<file path="src/rtl/frame_bank_scheduler.sv">
// Triple-buffer bank scheduler: steers camera pixel writes into one of three
// frame banks and hands completed frames to the display only at VGA frame
// boundaries so the displayed picture never tears.
module frame_bank_scheduler #(
  parameter int FRAME_PIXELS = 76800,
  parameter int ADDR_W       = 17,
  parameter int DATA_W       = 16
) (
  input  logic              clk,
  input  logic              reset_n,
  input  logic              capture_en,
  input  logic              freeze,
  input  logic              cam_sof,
  input  logic              cam_we,
  input  logic [ADDR_W-1:0] cam_wAddr,
  input  logic [DATA_W-1:0] cam_wData,
  input  logic              vga_frame_end,
  input  logic [ADDR_W-1:0] vga_rAddr,
  output logic              mem_we,
  output logic [ADDR_W+1:0] mem_wAddr,
  output logic [DATA_W-1:0] mem_wData,
  output logic [ADDR_W+1:0] mem_rAddr,
  output logic [1:0]        rd_bank,
  output logic [15:0]       frame_swaps,
  output logic [15:0]       frames_dropped,
  output logic              overrun
);

  localparam int CNT_W = $clog2(FRAME_PIXELS + 1);
  localparam logic [CNT_W-1:0] FRAME_CNT = CNT_W'(FRAME_PIXELS);

  localparam logic [0:0] S_WAIT_SOF = 1'b0;
  localparam logic [0:0] S_CAPTURE  = 1'b1;

  logic [0:0]        r_state;
  logic [CNT_W-1:0]  r_pix_cnt;
  logic [1:0]        r_wr_bank;
  logic [1:0]        r_rdy_bank;
  logic [1:0]        r_rd_bank;
  logic              r_rdy_valid;
  logic              r_mem_we;
  logic [ADDR_W+1:0] r_mem_wAddr;
  logic [DATA_W-1:0] r_mem_wData;
  logic [15:0]       r_frame_swaps;
  logic [15:0]       r_frames_dropped;
  logic              r_overrun;

  logic              w_capturing;
  logic              w_wr_try;
  logic              w_accept;
  logic              w_over;
  logic              w_close;
  logic              w_complete;
  logic              w_drop;
  logic [1:0]        w_cl_wr;
  logic [1:0]        w_cl_rdy;
  logic              w_cl_valid;
  logic              w_swap;

  // Decode write acceptance and frame close; cam_sof takes priority over cam_we.
  always_comb begin
    w_capturing = (r_state == S_CAPTURE);
    w_wr_try    = w_capturing && cam_we && !cam_sof;
    w_accept    = w_wr_try && (r_pix_cnt < FRAME_CNT);
    w_over      = w_wr_try && (r_pix_cnt >= FRAME_CNT);
    w_close     = w_capturing && cam_sof;
    w_complete  = w_close && (r_pix_cnt == FRAME_CNT);
    w_drop      = w_close && (r_pix_cnt != FRAME_CNT);
  end

  // Apply the frame close first, then decide the display swap on that result.
  always_comb begin
    w_cl_wr    = r_wr_bank;
    w_cl_rdy   = r_rdy_bank;
    w_cl_valid = r_rdy_valid;
    if (w_complete) begin
      w_cl_rdy   = r_wr_bank;
      w_cl_wr    = r_rdy_bank;
      w_cl_valid = 1'b1;
    end
    w_swap = vga_frame_end && w_cl_valid && !freeze;
  end

  // Writer FSM and per-frame pixel counter.
  always_ff @(posedge clk or negedge reset_n) begin
    if (!reset_n) begin
      r_state   <= S_WAIT_SOF;
      r_pix_cnt <= '0;
    end else begin
      if (cam_sof) begin
        if (capture_en) begin
          r_state   <= S_CAPTURE;
          r_pix_cnt <= '0;
        end else if (w_capturing) begin
          r_state <= S_WAIT_SOF;
        end
      end else if (w_accept) begin
        r_pix_cnt <= r_pix_cnt + 1'b1;
      end
    end
  end

  // Bank rotation: writer/ready exchange on frame close, ready/display on swap.
  always_ff @(posedge clk or negedge reset_n) begin
    if (!reset_n) begin
      r_wr_bank   <= 2'd0;
      r_rdy_bank  <= 2'd1;
      r_rd_bank   <= 2'd2;
      r_rdy_valid <= 1'b0;
    end else begin
      r_wr_bank <= w_cl_wr;
      if (w_swap) begin
        r_rd_bank   <= w_cl_rdy;
        r_rdy_bank  <= r_rd_bank;
        r_rdy_valid <= 1'b0;
      end else begin
        r_rdy_bank  <= w_cl_rdy;
        r_rdy_valid <= w_cl_valid;
      end
    end
  end

  // Registered RAM write port, banked with the writer bank of the input cycle.
  always_ff @(posedge clk or negedge reset_n) begin
    if (!reset_n) begin
      r_mem_we    <= 1'b0;
      r_mem_wAddr <= '0;
      r_mem_wData <= '0;
    end else begin
      r_mem_we <= w_accept;
      if (w_accept) begin
        r_mem_wAddr <= {r_wr_bank, cam_wAddr};
        r_mem_wData <= cam_wData;
      end
    end
  end

  // Status counters (wrapping) and sticky overrun flag.
  always_ff @(posedge clk or negedge reset_n) begin
    if (!reset_n) begin
      r_frame_swaps    <= '0;
      r_frames_dropped <= '0;
      r_overrun        <= 1'b0;
    end else begin
      if (w_swap) r_frame_swaps <= r_frame_swaps + 16'd1;
      if (w_drop) r_frames_dropped <= r_frames_dropped + 16'd1;
      if (w_over) r_overrun <= 1'b1;
    end
  end

  assign mem_we         = r_mem_we;
  assign mem_wAddr      = r_mem_wAddr;
  assign mem_wData      = r_mem_wData;
  assign mem_rAddr      = {r_rd_bank, vga_rAddr};
  assign rd_bank        = r_rd_bank;
  assign frame_swaps    = r_frame_swaps;
  assign frames_dropped = r_frames_dropped;
  assign overrun        = r_overrun;

endmodule
</file>
<file path="config.mk">
export PLATFORM = sky130hd
export DESIGN_NAME = frame_bank_scheduler
export DESIGN_NICKNAME = d
export VERILOG_FILES = /design/src/rtl/frame_bank_scheduler.sv
export SDC_FILE = /design/constraint.sdc
export NUM_CORES = 1
export LEC_CHECK = 0
export ABC_CLOCK_PERIOD_IN_PS = 2550
export BUFFER_PORTS_ARGS = -buffer_cell sky130_fd_sc_hd__buf_2
export CAP_MARGIN = 10
export CORE_MARGIN = 2
export CORE_UTILIZATION = 40
export CTS_BUF_LIST = sky130_fd_sc_hd__clkbuf_4 sky130_fd_sc_hd__clkbuf_8
export DETAILED_ROUTE_END_ITERATION = 16
export PLACE_DENSITY_LB_ADDON = 0.25
export SYNTH_ARGS = -nofsm -noshare
export SYNTH_HDL_FRONTEND = slang
export SYNTH_SLANG_ARGS = --single-unit
</file>
<file path="constraint.sdc">
create_clock -name clk -period 2.55 [get_ports clk]
set_input_delay 0.255 -clock clk [delete_from_list [all_inputs] [get_ports clk]]
set_output_delay 0.255 -clock clk [all_outputs]
set_load 0.01 [all_outputs]
</file>
### Word level (Yosys, flattened, before mapping)

Index checks and enable logic that the tools add are counted.

| cells by class | value |
|---|---|
| add/sub/neg operators | 3 |
| magnitude comparators | 2 |
| eq/ne operators | 3 |
| muxes and demuxes | 8 |
| reduce and logical (&&, ||, !) cells | 13 |

Operators by type and width:

| cell | count |
|---|---|
| 17-bit 2-to-1 mux | 3 |
| 16-bit by 1-bit adder with 16-bit output, second input constant | 2 |
| 17-bit by 1-bit adder with 17-bit output, second input constant | 1 |
| 17-bit equality test, second input constant | 1 |
| 17-bit greater-or-equal comparator, second input constant | 1 |
| 17-bit < comparator, second input constant | 1 |
| 17-bit inequality test, second input constant | 1 |
| 1-bit logical AND | 9 |
| 2-bit 2-to-1 mux | 2 |
| 1-bit 2-to-1 mux | 3 |
| 1-bit zero test | 2 |
| 2-bit inequality test, second input constant | 1 |
| 2-bit AND reduction | 1 |
| 2-bit nonzero test | 1 |

| storage, ports and cells | value |
|---|---|
| flip-flop bits (word level) | 94 |
| input port bits | 57 |
| output and inout port bits | 90 |
| logic and storage cells | 41 |

### Logic depth before layout (Yosys ltp)

Gate-level depths: netlist of the first run.

| logic depth | value |
|---|---|
| depth in word-level cells | 6 |
| mapped depth | 8 |
| mapped depth without buffers | 7 |

### Least setup slack after synthesis of the first run

No wires, ideal clock.

| timing path | value |
|---|---|
| path type | reg2reg |
| start | reg r_pix_cnt[0] |
| end | reg r_frame_swaps[6], in the netlist frame_swaps[6] |
| library setup time | 126 ps |
| arrival time | 1851 ps |
| data required time | 2424 ps |
| setup slack | 573 ps |
| stages on the path, launching flop included | 8 |
| buffers on the path | 0 |
| period minus slack after synthesis | 1977 ps |
| path through | dfrtp_1 inv_1 ha_1 and4bb_2 and4_1 a21oi_1 or4_4 xnor2_2 |

| between the ends | value |
|---|---|
| word-level cells in the longest chain between the ends | 5 |

Ends and longest elaborated chain:

| what | RTL line | source |
|---|---|---|
| start: declaration | 36 | `logic [CNT_W-1:0] r_pix_cnt;` |
| start signal: assignment | 98 | `r_pix_cnt <= r_pix_cnt + 1'b1;` |
| 17-bit equality test | 67 | `w_complete = w_close && (r_pix_cnt == FRAME_CNT);` |
| 1-bit logical AND | 67 |  |
| 1-bit 2-to-1 mux | 76 | `if (w_complete) begin` |
| 1-bit logical AND (2 in a row) | 81 | `w_swap = vga_frame_end && w_cl_valid && !freeze;` |
| end signal: assignment | 145 | `if (w_swap) r_frame_swaps <= r_frame_swaps + 16'd1;` |
| end: declaration | 44 | `logic [15:0] r_frame_swaps;` |

Every way passes these cells.
A chain may end at the register's enable or synchronous reset.

### Final worst setup path of the first run

Ends and elaborated chain as after synthesis.

==> impl_metrics.csv, run 1 <==
group,metric,value,unit
clock_network,holdBufCountCts,1,
timing,timing.final.crit_share,90.5,%
hold_path,holdCritStartpoint,"cam_wData[2]",
timing,max_freq,433,MHz
clock_network,cts_buffers,9,
synthesis,syn_inst,446,
timing,setup_tns,0,ps
clock_network,cts_sinks,94,
timing,grt_setup_unrepaired,"no",
clock_network,cts_tree,"built",
timing,period_needed,2310,ps
setup_path,startpoint,"r_pix_cnt[0]$_DFFE_PN0P_",
timing,max_slew_margin,58.1,%
route,drc_errors,0,
floorplanning,die_y,109,um
power_and_ir_drop,power_leakage,0.00276,uW
route,dr.pass1.iters,4,
synthesis,netlist_area,4380,um^2
synthesis,synth_flop_cell,"dfrtp_1",
clock_network,clk_latency,360,ps
clock_network,cts_max_path_buffers,2,
route,route.detailed.wl_per_inst,14.1,um
hold_path,whs_path_depth,3,
final_layout,area_delta_synth_final,18.5,%
global_route,gr-total-overflow,0,
floorplanning,die_w,109,um
final_layout,final_cells,695,
synthesis,synth_area_leader_cell,"dfrtp_1",
synthesis,async_flop_share,100,%
route,routed_wl,9770,um
hold_path,min_path_type,"input pin to flop",
setup_path,crit_arrival,2560,ps
setup_path,r2r_slack,240,ps
final_layout,fill_cells,1062,
setup_path,r2r_cells,7,
timing,hold_viol_final,0,
synthesis,ys_seq_area_share,53.7,%
place,gp_congestion,0.815,
hold_path,min_to,"mem_wData[2]$_DFFE_PN0P_",
synthesis,synth_edf_count,0,
global_route,grt_pass1_vias,3275,
global_route,grt_pass1_wl,16000,um
final_layout,nets,611,
power_and_ir_drop,p_per_area,613,nW/um^2
timing,fin_hold_ws,76.4,ps
global_route,grt_usage,17.3,%
clock_network,post_cts_buffers,0,
setup_path,critPathKind,"flop to flop",
setup_path,start_kind,"flop",
synthesis,ys_warn_count,0,
floorplanning,start_util,40.8,%
synthesis,synth_cell_type_count,49,
flow_run,maxCapViolations,0,
final_layout,diodes,0,
setup_path,r2r_end,"frame_swaps[6]$_DFFE_PN0P_",
timing,tightestPinTransition,629,ps
global_route,grt_max_degree,95,
floorplanning,pin_count,147,
place,place_inst,678,
synthesis,ys_top_cells_by_area,"dfrtp_1 (53%), nand2_1 (12%), xnor2_1 (4.6%)",
global_route,antenna_found_initial,0,
synthesis,postSynthAreaPerCell,9.82,um^2
power_and_ir_drop,intPower,2250,uW
power_and_ir_drop,netSwitchingPower,928,uW
timing,fin_worst_skew,9.64,ps
setup_path,required,2810,ps
timing,slew_violations,0,
power_and_ir_drop,ir_drop,0.288,mV
power_and_ir_drop,power.share.sequential,55.4,%
clock_network,htreeDepth,3,
setup_path,cp-end-kind,"flop",
power_and_ir_drop,pwr-share-comb,16.6,%
synthesis,netlist.area_leader.share,52.5,%
power_and_ir_drop,p_clk_share,28.0,%
route,first_iter_violations,187,
floorplanning,core_region_area,10700,um^2
clock_network,root_buffer,"clkbuf_8",
final_layout,drive_above_1_share,29.2,%
route,viasPerCell,4.90,
synthesis,ys_seq_elements,94,
floorplanning,die_area,11800,um^2
clock_network,clk_pin_slew,90,ps
timing,finalSetupViolCount,0,
power_and_ir_drop,p_sw_share,29.2,%
route,vias,3405,
run_status,status,"complete, no violations",
synthesis,synthesis.nets,507,
route,ant_nets,0,
place,dp_hpwl,6980,um
clock_network,cts.repair.resized,0,
floorplanning,rows,38,
setup_path,crit_fanout,8,
place,port_buffers,112,
setup_path,reg2reg_from,"r_pix_cnt[0]$_DFFE_PN0P_",
[cell families (layout without fill, tap and decap cells)]
family / count (synthesis) / after routing / share of synthesized area, %
xor+xnor: 42 / 42 / 8.57
buf+inv: 41 / 150 / 5.54
fa+ha+maj: 4 / 4 / 1.14
compound gates: 22 / 22 / 3.91
mux: 2 / 2 / 0.514
simple gates: 241 / 241 / 26.6
flops: 94 / 94 / 53.7
[cell usage after synthesis, drive strengths merged, types with 2 or more instances]
library cell,count
o21ai,5
nand3b,3
o31ai,2
mux2,2
o211ai,2
nor3,7
dfrtp,92
dfstp,2
a21oi,2
buf,27
nand4,17
o221a,2
ha,4
clkbuf,5
and4bb,3
a211o,3
nand3,19
and2,3
or3,3
and3,5
xor2,18
nand4b,2
nor2,27
nand2,135
xnor2,24
or4,4
inv,9
nor4,7
and4,2
[area by class of cell]
type | instances | area [um^2] | share of cell area, %
Tap cell | 140 | 175 | 3.37
Timing Repair Buffer | 125 | 676 | 13.0
Inverter | 9 | 33.8 | 0.650
Multi-Input combinational cell | 311 | 1780 | 34.4
Clock buffer | 11 | 145 | 2.79
Sequential cell | 94 | 2350 | 45.3
Clock inverter | 5 | 25.0 | 0.482
[state kept, by name, summed over array words and instances (netlist names)]
register	count
mem_we	1
mem_wData	16
overrun	1
r_pix_cnt	17
frames_dropped	16
mem_wAddr	19
r_rdy_bank	2
rd_bank	2
r_wr_bank	2
r_rdy_valid	1
frame_swaps	16
r_state	1
[worst max-delay path: stages, from the launching register on]
cell and delay (ps):
dfrtp_1 420, inv_1 100, ha_1 180, and4bb_2 240
and4_1 280, a21oi_1 230, or4_4 600, xnor2_2 140
[through the flow]
step,area [um^2],util [%],setup WS (ps),power (uW)
final,5190,48.3,242,3180
after global routing,5190,48.3,72.5,3370
after CTS,5190,48.3,224,3240
after detailed placement,5010,46.7,250,2330
after global placement,5010,46.7,306,2320
after floorplan,4380,-,573,2070
[layer usage]
layer / GRT usage (%) / vias up / part of all wire (%)
li1: - / 1675 / -
met3: 3.71 / 15 / 4.2
met2: 26.9 / 74 / 46
met5: 0 / - / 0
met1: 23.6 / 1641 / 48
met4: 7.23 / 0 / 1.7
[placed cells by master (no fill, tap or decap), types with 5 or more instances in the layout]
master and count:
inv_1 9, nand2_1 135, xor2_1 18, nor3_1 6
nand4_1 16, and3_1 5, nand3_1 18, clkbuf_8 10
buf_2 111, dfrtp_1 92, clkinv_2 5, nor2_1 27
buf_4 12, xnor2_1 23
[worst max-delay path by stage]
| stage | depth (start not counted) | slack, ps | to |
|---|---|---|---|
| floorplan | 7 | 570 | frame_swaps[6]$_DFFE_PN0P_ |
| global placement | 7 | 310 | frame_swaps[6]$_DFFE_PN0P_ |
| detailed placement | 8 | 250 | frame_swaps[10]$_DFFE_PN0P_ |
| CTS | 8 | 220 | frame_swaps[10]$_DFFE_PN0P_ |
| global route | 8 | 70 | frame_swaps[14]$_DFFE_PN0P_ |
| finish | 7 | 240 | frame_swaps[6]$_DFFE_PN0P_ |
[power groups by stage]
stage	logic [uW]	clock network (uW)	registers [uW]
2_1_floorplan	214	0	1850
3_3_place_gp	527	0	1790
3_5_place_dp	538	0	1790
4_1_cts	540	933	1760
5_1_grt	594	995	1780
6_report	528	892	1760
(Power assumes the default switching activity.)
==> run 2, diff against run 1 <==
Settings changed: ABC_CLOCK_PERIOD_IN_PS 2550 to 2600, CORE_UTILIZATION 40 to 52.
Clock period 2.55 ns to 2.6 ns, I/O delays scaled along.
==> impl_metrics.csv, run 2 (synthesized netlist as in run 1, its figures left out) <==
group,metric,value,unit
run_status,status,"complete, no violations",
setup_path,crit_arrival,2710,ps
setup_path,cp-end-kind,"flop",
clock_network,root_buffer,"clkbuf_8",
timing,hold_viol_final,0,
hold_path,min_path_type,"input pin to flop",
route,routed_wl,9550,um
global_route,grt_max_degree,58,
final_layout,area_delta_synth_final,18.0,%
route,route.detailed.wl_per_inst,14.5,um
route,drc_errors,0,
setup_path,startpoint,"r_pix_cnt[0]$_DFFE_PN0P_",
place,placed_cell_area,4950,um^2
floorplanning,core_region_area,8180,um^2
route,vias,3432,
setup_path,cp_cell_sequence,"inv_1, ha_1, and4bb_2, and4_1, a21oi_1, buf_4, or4_4, xnor2_2",
global_route,antenna_found_initial,0,
final_layout,final_cell_mix,"nand2_1 (135), buf_2 (111), dfrtp_1 (92), nor2_1 (27), xnor2_1 (23)",
setup_path,worstSetupEndpoint,"frame_swaps[6]$_DFFE_PN0P_",
setup_path,r2r_end,"frame_swaps[6]$_DFFE_PN0P_",
timing,setup_tns,0,ps
setup_path,required,2840,ps
route,ant_nets,0,
final_layout,diodes,0,
place,gp_congestion,0.894,
place,port_buffers,112,
timing,max_slew_margin,51.4,%
setup_path,r2r_cells,8,
setup_path,path_buf_inv,2,
route,dr.pass1.iters,4,
clock_network,cts_buffers,9,
setup_path,crit_family,"simple AND/OR/NAND/NOR gates",
flow_run,maxCapViolations,0,
clock_network,cts_max_path_buffers,2,
timing,timing.final.crit_share,94.7,%
timing,slew_violations,0,
setup_path,start_kind,"flop",
global_route,gr-total-overflow,0,
final_layout,largest_reg_flops,19,
clock_network,clk_latency,360,ps
timing,max_freq,406,MHz
global_route,grt_pass1_wl,15300,um
final_layout,nets,609,
final_layout,fin_area,5170,um^2
timing,fin_worst_skew,16.2,ps
place,dp_hpwl,6960,um
clock_network,clk_pin_slew,100,ps
power_and_ir_drop,p_per_area,625,nW/um^2
final_layout,layout_commonest_cell,"nand2_1",
setup_path,max_stage_delay,540,ps
floorplanning,die_y,95.8,um
floorplanning,rows,33,
setup_path,crit_fanout,6,
timing,period_needed,2460,ps
clock_network,cts.repair.resized,0,
setup_path,crit_cells,8,
power_and_ir_drop,ir_drop,0.342,mV
timing,tightestPinTransition,729,ps
floorplanning,pin_count,147,
clock_network,post_cts_buffers,0,
clock_network,cts_tree,"built",
timing,finalSetupViolCount,0,
timing,grt_setup_unrepaired,"no",
floorplanning,die_area,9180,um^2
final_layout,drive_above_1_share,28.9,%
setup_path,reg2reg_from,"r_pix_cnt[0]$_DFFE_PN0P_",
floorplanning,die_w,95.8,um
setup_path,cpMaxStageDelayCell,"or4_4",
power_and_ir_drop,power_leakage,0.00276,uW
route,first_iter_violations,157,
global_route,grt_usage,21.3,%
setup_path,critPathKind,"flop to flop",
route,viasPerCell,5.22,
clock_network,htreeDepth,3,
floorplanning,start_util,53.6,%
clock_network,cts_sinks,94,
setup_path,r2r_slack,140,ps
global_route,grt_pass1_vias,3273,
==> run 2: per-stage QoR <==
step | instances | power [uW] | hold slack, ps | worst slack [ps] | util (%)
2_1_floorplan | 446 | 2030 | -35.6 | 623 | -
3_3_place_gp | 641 | 2250 | 360 | 243 | 60.6
3_5_place_dp | 641 | 2280 | 364 | 160 | 60.6
4_1_cts | 658 | 3280 | 76.0 | 148 | 63.3
5_1_grt | 658 | 3410 | 93.1 | 22.7 | 63.3
6_report | 658 | 3230 | 81.6 | 137 | 63.3
==> run 2: cell type report <==
type / instances / area [um^2]
Clock inverter: 6 / 68.8
Tap cell: 105 / 131
Fill cell: 707 / 3000
Timing Repair Buffer: 123 / 661
Inverter: 9 / 33.8
Multi-Input combinational cell: 311 / 1780
Clock buffer: 10 / 138
Sequential cell: 94 / 2350
==> run 2: power breakdown <==
group	internal, uW	switching (uW)	total, uW
sequential	1610	113	1730
clock	478	516	994
combinational	219	293	512
total	2310	923	3230
==> run 2: worst min path at each step <==
stage                             from                          to  slack [ps]  cells after the start
after detailed placement       reset_n    mem_wAddr[4]$_DFFE_PN0P_         360                      1
after floorplan                reset_n  frame_swaps[0]$_DFFE_PN0P_         -40                      0
after CTS                 cam_wData[6]    mem_wData[6]$_DFFE_PN0P_          80                      3
after global placement         reset_n    mem_wAddr[4]$_DFFE_PN0P_         360                      1
final                     cam_wData[6]    mem_wData[6]$_DFFE_PN0P_          80                      3
after global routing      cam_wAddr[8]    mem_wAddr[8]$_DFFE_PN0P_          90                      3
==> run 2: metal layers <==
layer / track usage, % / routed length, um
met2: 33.9 / 4340
met1: 29.1 / 4450
met5: 0 / 0
met3: 3.68 / 569
met4: 8.69 / 184
==> run 2: timing repair <==
action / 4_1_cts / 5_1_grt
hold buffers: 1 / 0
hold endpoints to repair: 55 / 0
setup endpoints to repair: 0 / 0
==> run 2: worst reg2reg max path: cells and delay by family (launching register included) <==
| family | cells | cell delay, ps |
|---|---|---|
| buffers and inverters | 2 | 330 |
| AOI/OAI and AO/OA | 1 | 230 |
| adders and majority gates | 1 | 170 |
| DFF | 1 | 430 |
| and+or+nand+nor | 3 | 1070 |
| xor gates and xnor gates | 1 | 140 |
==> run 3, diff against run 2 <==
Settings changed: CORE_UTILIZATION 52 to 44.
==> impl_metrics.csv, run 3 (synthesized netlist as in run 1, its figures left out) <==
group,metric,value,unit
place,gp_congestion,0.850,
flow_run,maxCapViolations,0,
final_layout,final_cell_mix,"nand2_1 (135), buf_2 (111), dfrtp_1 (92), nor2_1 (27), xnor2_1 (23)",
setup_path,max_stage_delay,610,ps
floorplanning,rows,36,
final_layout,final_util,53.2,%
final_layout,layout_commonest_cell,"nand2_1",
setup_path,crit_fanout,8,
final_layout,drive_above_1_share,28.4,%
place,dp_hpwl,6810,um
route,route.detailed.wl_per_inst,13.7,um
global_route,antenna_found_initial,0,
setup_path,start_kind,"flop",
timing,finalSetupViolCount,0,
setup_path,r2r_cells,7,
global_route,grt_max_degree,49,
timing,timing.final.crit_share,87.8,%
hold_path,min_to,"mem_wData[8]$_DFFE_PN0P_",
floorplanning,die_w,104,um
setup_path,r2r_end,"frame_swaps[6]$_DFFE_PN0P_",
setup_path,critPathKind,"flop to flop",
global_route,gr-total-overflow,0,
power_and_ir_drop,power_leakage,0.00273,uW
floorplanning,die_area,10800,um^2
timing,hold_viol_final,0,
clock_network,cts.repair.resized,0,
timing,max_slew_margin,58.5,%
floorplanning,pin_count,147,
setup_path,cpMaxStageDelayCell,"or4_4",
global_route,grt_usage,17.8,%
clock_network,cts_sinks,94,
route,dr.pass1.iters,4,
clock_network,cts_buffers,9,
clock_network,root_buffer,"clkbuf_8",
route,first_iter_violations,151,
timing,tightestPinTransition,623,ps
power_and_ir_drop,finalPower,3220,uW
timing,slew_violations,0,
place,port_buffers,112,
power_and_ir_drop,ir_drop,0.314,mV
setup_path,crit_arrival,2540,ps
final_layout,nets,605,
power_and_ir_drop,p_per_area,623,nW/um^2
route,vias,3415,
route,viasPerCell,5.01,
timing,setup_tns,0,ps
timing,grt_setup_unrepaired,"no",
timing,period_needed,2280,ps
floorplanning,start_util,45.0,%
route,routed_wl,9330,um
clock_network,cts_tree,"built",
final_layout,diodes,0,
timing,max_freq,438,MHz
hold_path,whs_path_depth,3,
setup_path,cp_cell_sequence,"inv_1, ha_1, and4bb_2, and4_1, a21oi_1, or4_4, xnor2_2",
clock_network,clk_pin_slew,100,ps
setup_path,reg2reg_from,"r_pix_cnt[0]$_DFFE_PN0P_",
global_route,grt_pass1_wl,15900,um
clock_network,clk_latency,360,ps
run_status,status,"complete, no violations",
setup_path,required,2860,ps
setup_path,r2r_slack,320,ps
clock_network,htreeDepth,3,
hold_path,min_path_type,"input pin to flop",
floorplanning,core_region_area,9730,um^2
global_route,grt_pass1_vias,3364,
hold_path,holdCritStartpoint,"cam_wData[8]",
floorplanning,die_y,104,um
route,ant_nets,0,
clock_network,cts_max_path_buffers,2,
setup_path,cp-end-kind,"flop",
final_layout,largest_reg_flops,19,
timing,fin_worst_skew,15.6,ps
route,drc_errors,0,
final_layout,area_delta_synth_final,18.0,%
-- run 3: per-stage QoR --
step                      instances  hold slack [ps]  cell area (um^2)  worst slack [ps]
final                           682             80.0              5170               318
after global routing            682             89.5              5170               148
after CTS                       682             66.1              5170               317
after detailed placement        665              320              4960               317
after global placement          665              321              4960               373
after floorplan                 446            -35.6              4380               623
-- run 3: area by class of cell --
type	count	area, um^2
sequential	94	2350
inverter	9	33.8
tap	133	166
timing repair buffer	119	631
clock buffer	10	131
fill	939	4560
clock inverter	6	71.3
multi-input combinational	311	1780
-- run 3: worst max-delay path by stage --
stage | start | to | slack [ps]
2_1_floorplan | r_pix_cnt[0]$_DFFE_PN0P_ | frame_swaps[6]$_DFFE_PN0P_ | 620
3_3_place_gp | r_pix_cnt[0]$_DFFE_PN0P_ | frame_swaps[6]$_DFFE_PN0P_ | 370
3_5_place_dp | r_pix_cnt[0]$_DFFE_PN0P_ | frame_swaps[6]$_DFFE_PN0P_ | 320
4_1_cts | r_pix_cnt[0]$_DFFE_PN0P_ | frame_swaps[6]$_DFFE_PN0P_ | 320
5_1_grt | r_pix_cnt[0]$_DFFE_PN0P_ | frame_swaps[10]$_DFFE_PN0P_ | 150
6_report | r_pix_cnt[0]$_DFFE_PN0P_ | frame_swaps[6]$_DFFE_PN0P_ | 320
-- run 3: layer usage --
layer / wire length (um) / GRT usage [%] / up-vias
met5: 0 / 0 / -
met2: 4510 / 29.2 / 88
met3: 455 / 3.96 / 10
li1: - / - / 1670
met4: 117 / 5.98 / 0
met1: 4250 / 23.5 / 1647
-- run 3: power breakdown --
part	leakage, uW	switching (uW)	internal, uW	total [uW]
sequential	0.00124	114	1610	1730
combinational	0.00139	291	218	508
clock	0.000102	525	464	989
total	0.00273	930	2290	3220
-- run 3: repair_timing --
action / CTS / global route
endpoints found under the hold margin: 47 / 0
hold buffers: 1 / 0
buffers inserted: 0 / 0
-- run 3: worst max-delay path, delay by kind of cell, from the launching register on --
family / cells / cell delay (ps)
and+or+nand+nor: 3 / 1120
DFF: 1 / 420
xor gates and xnor gates: 1 / 140
AOI/OAI and AO/OA: 1 / 230
adders and majority gates: 1 / 170
buffers and inverters: 1 / 110
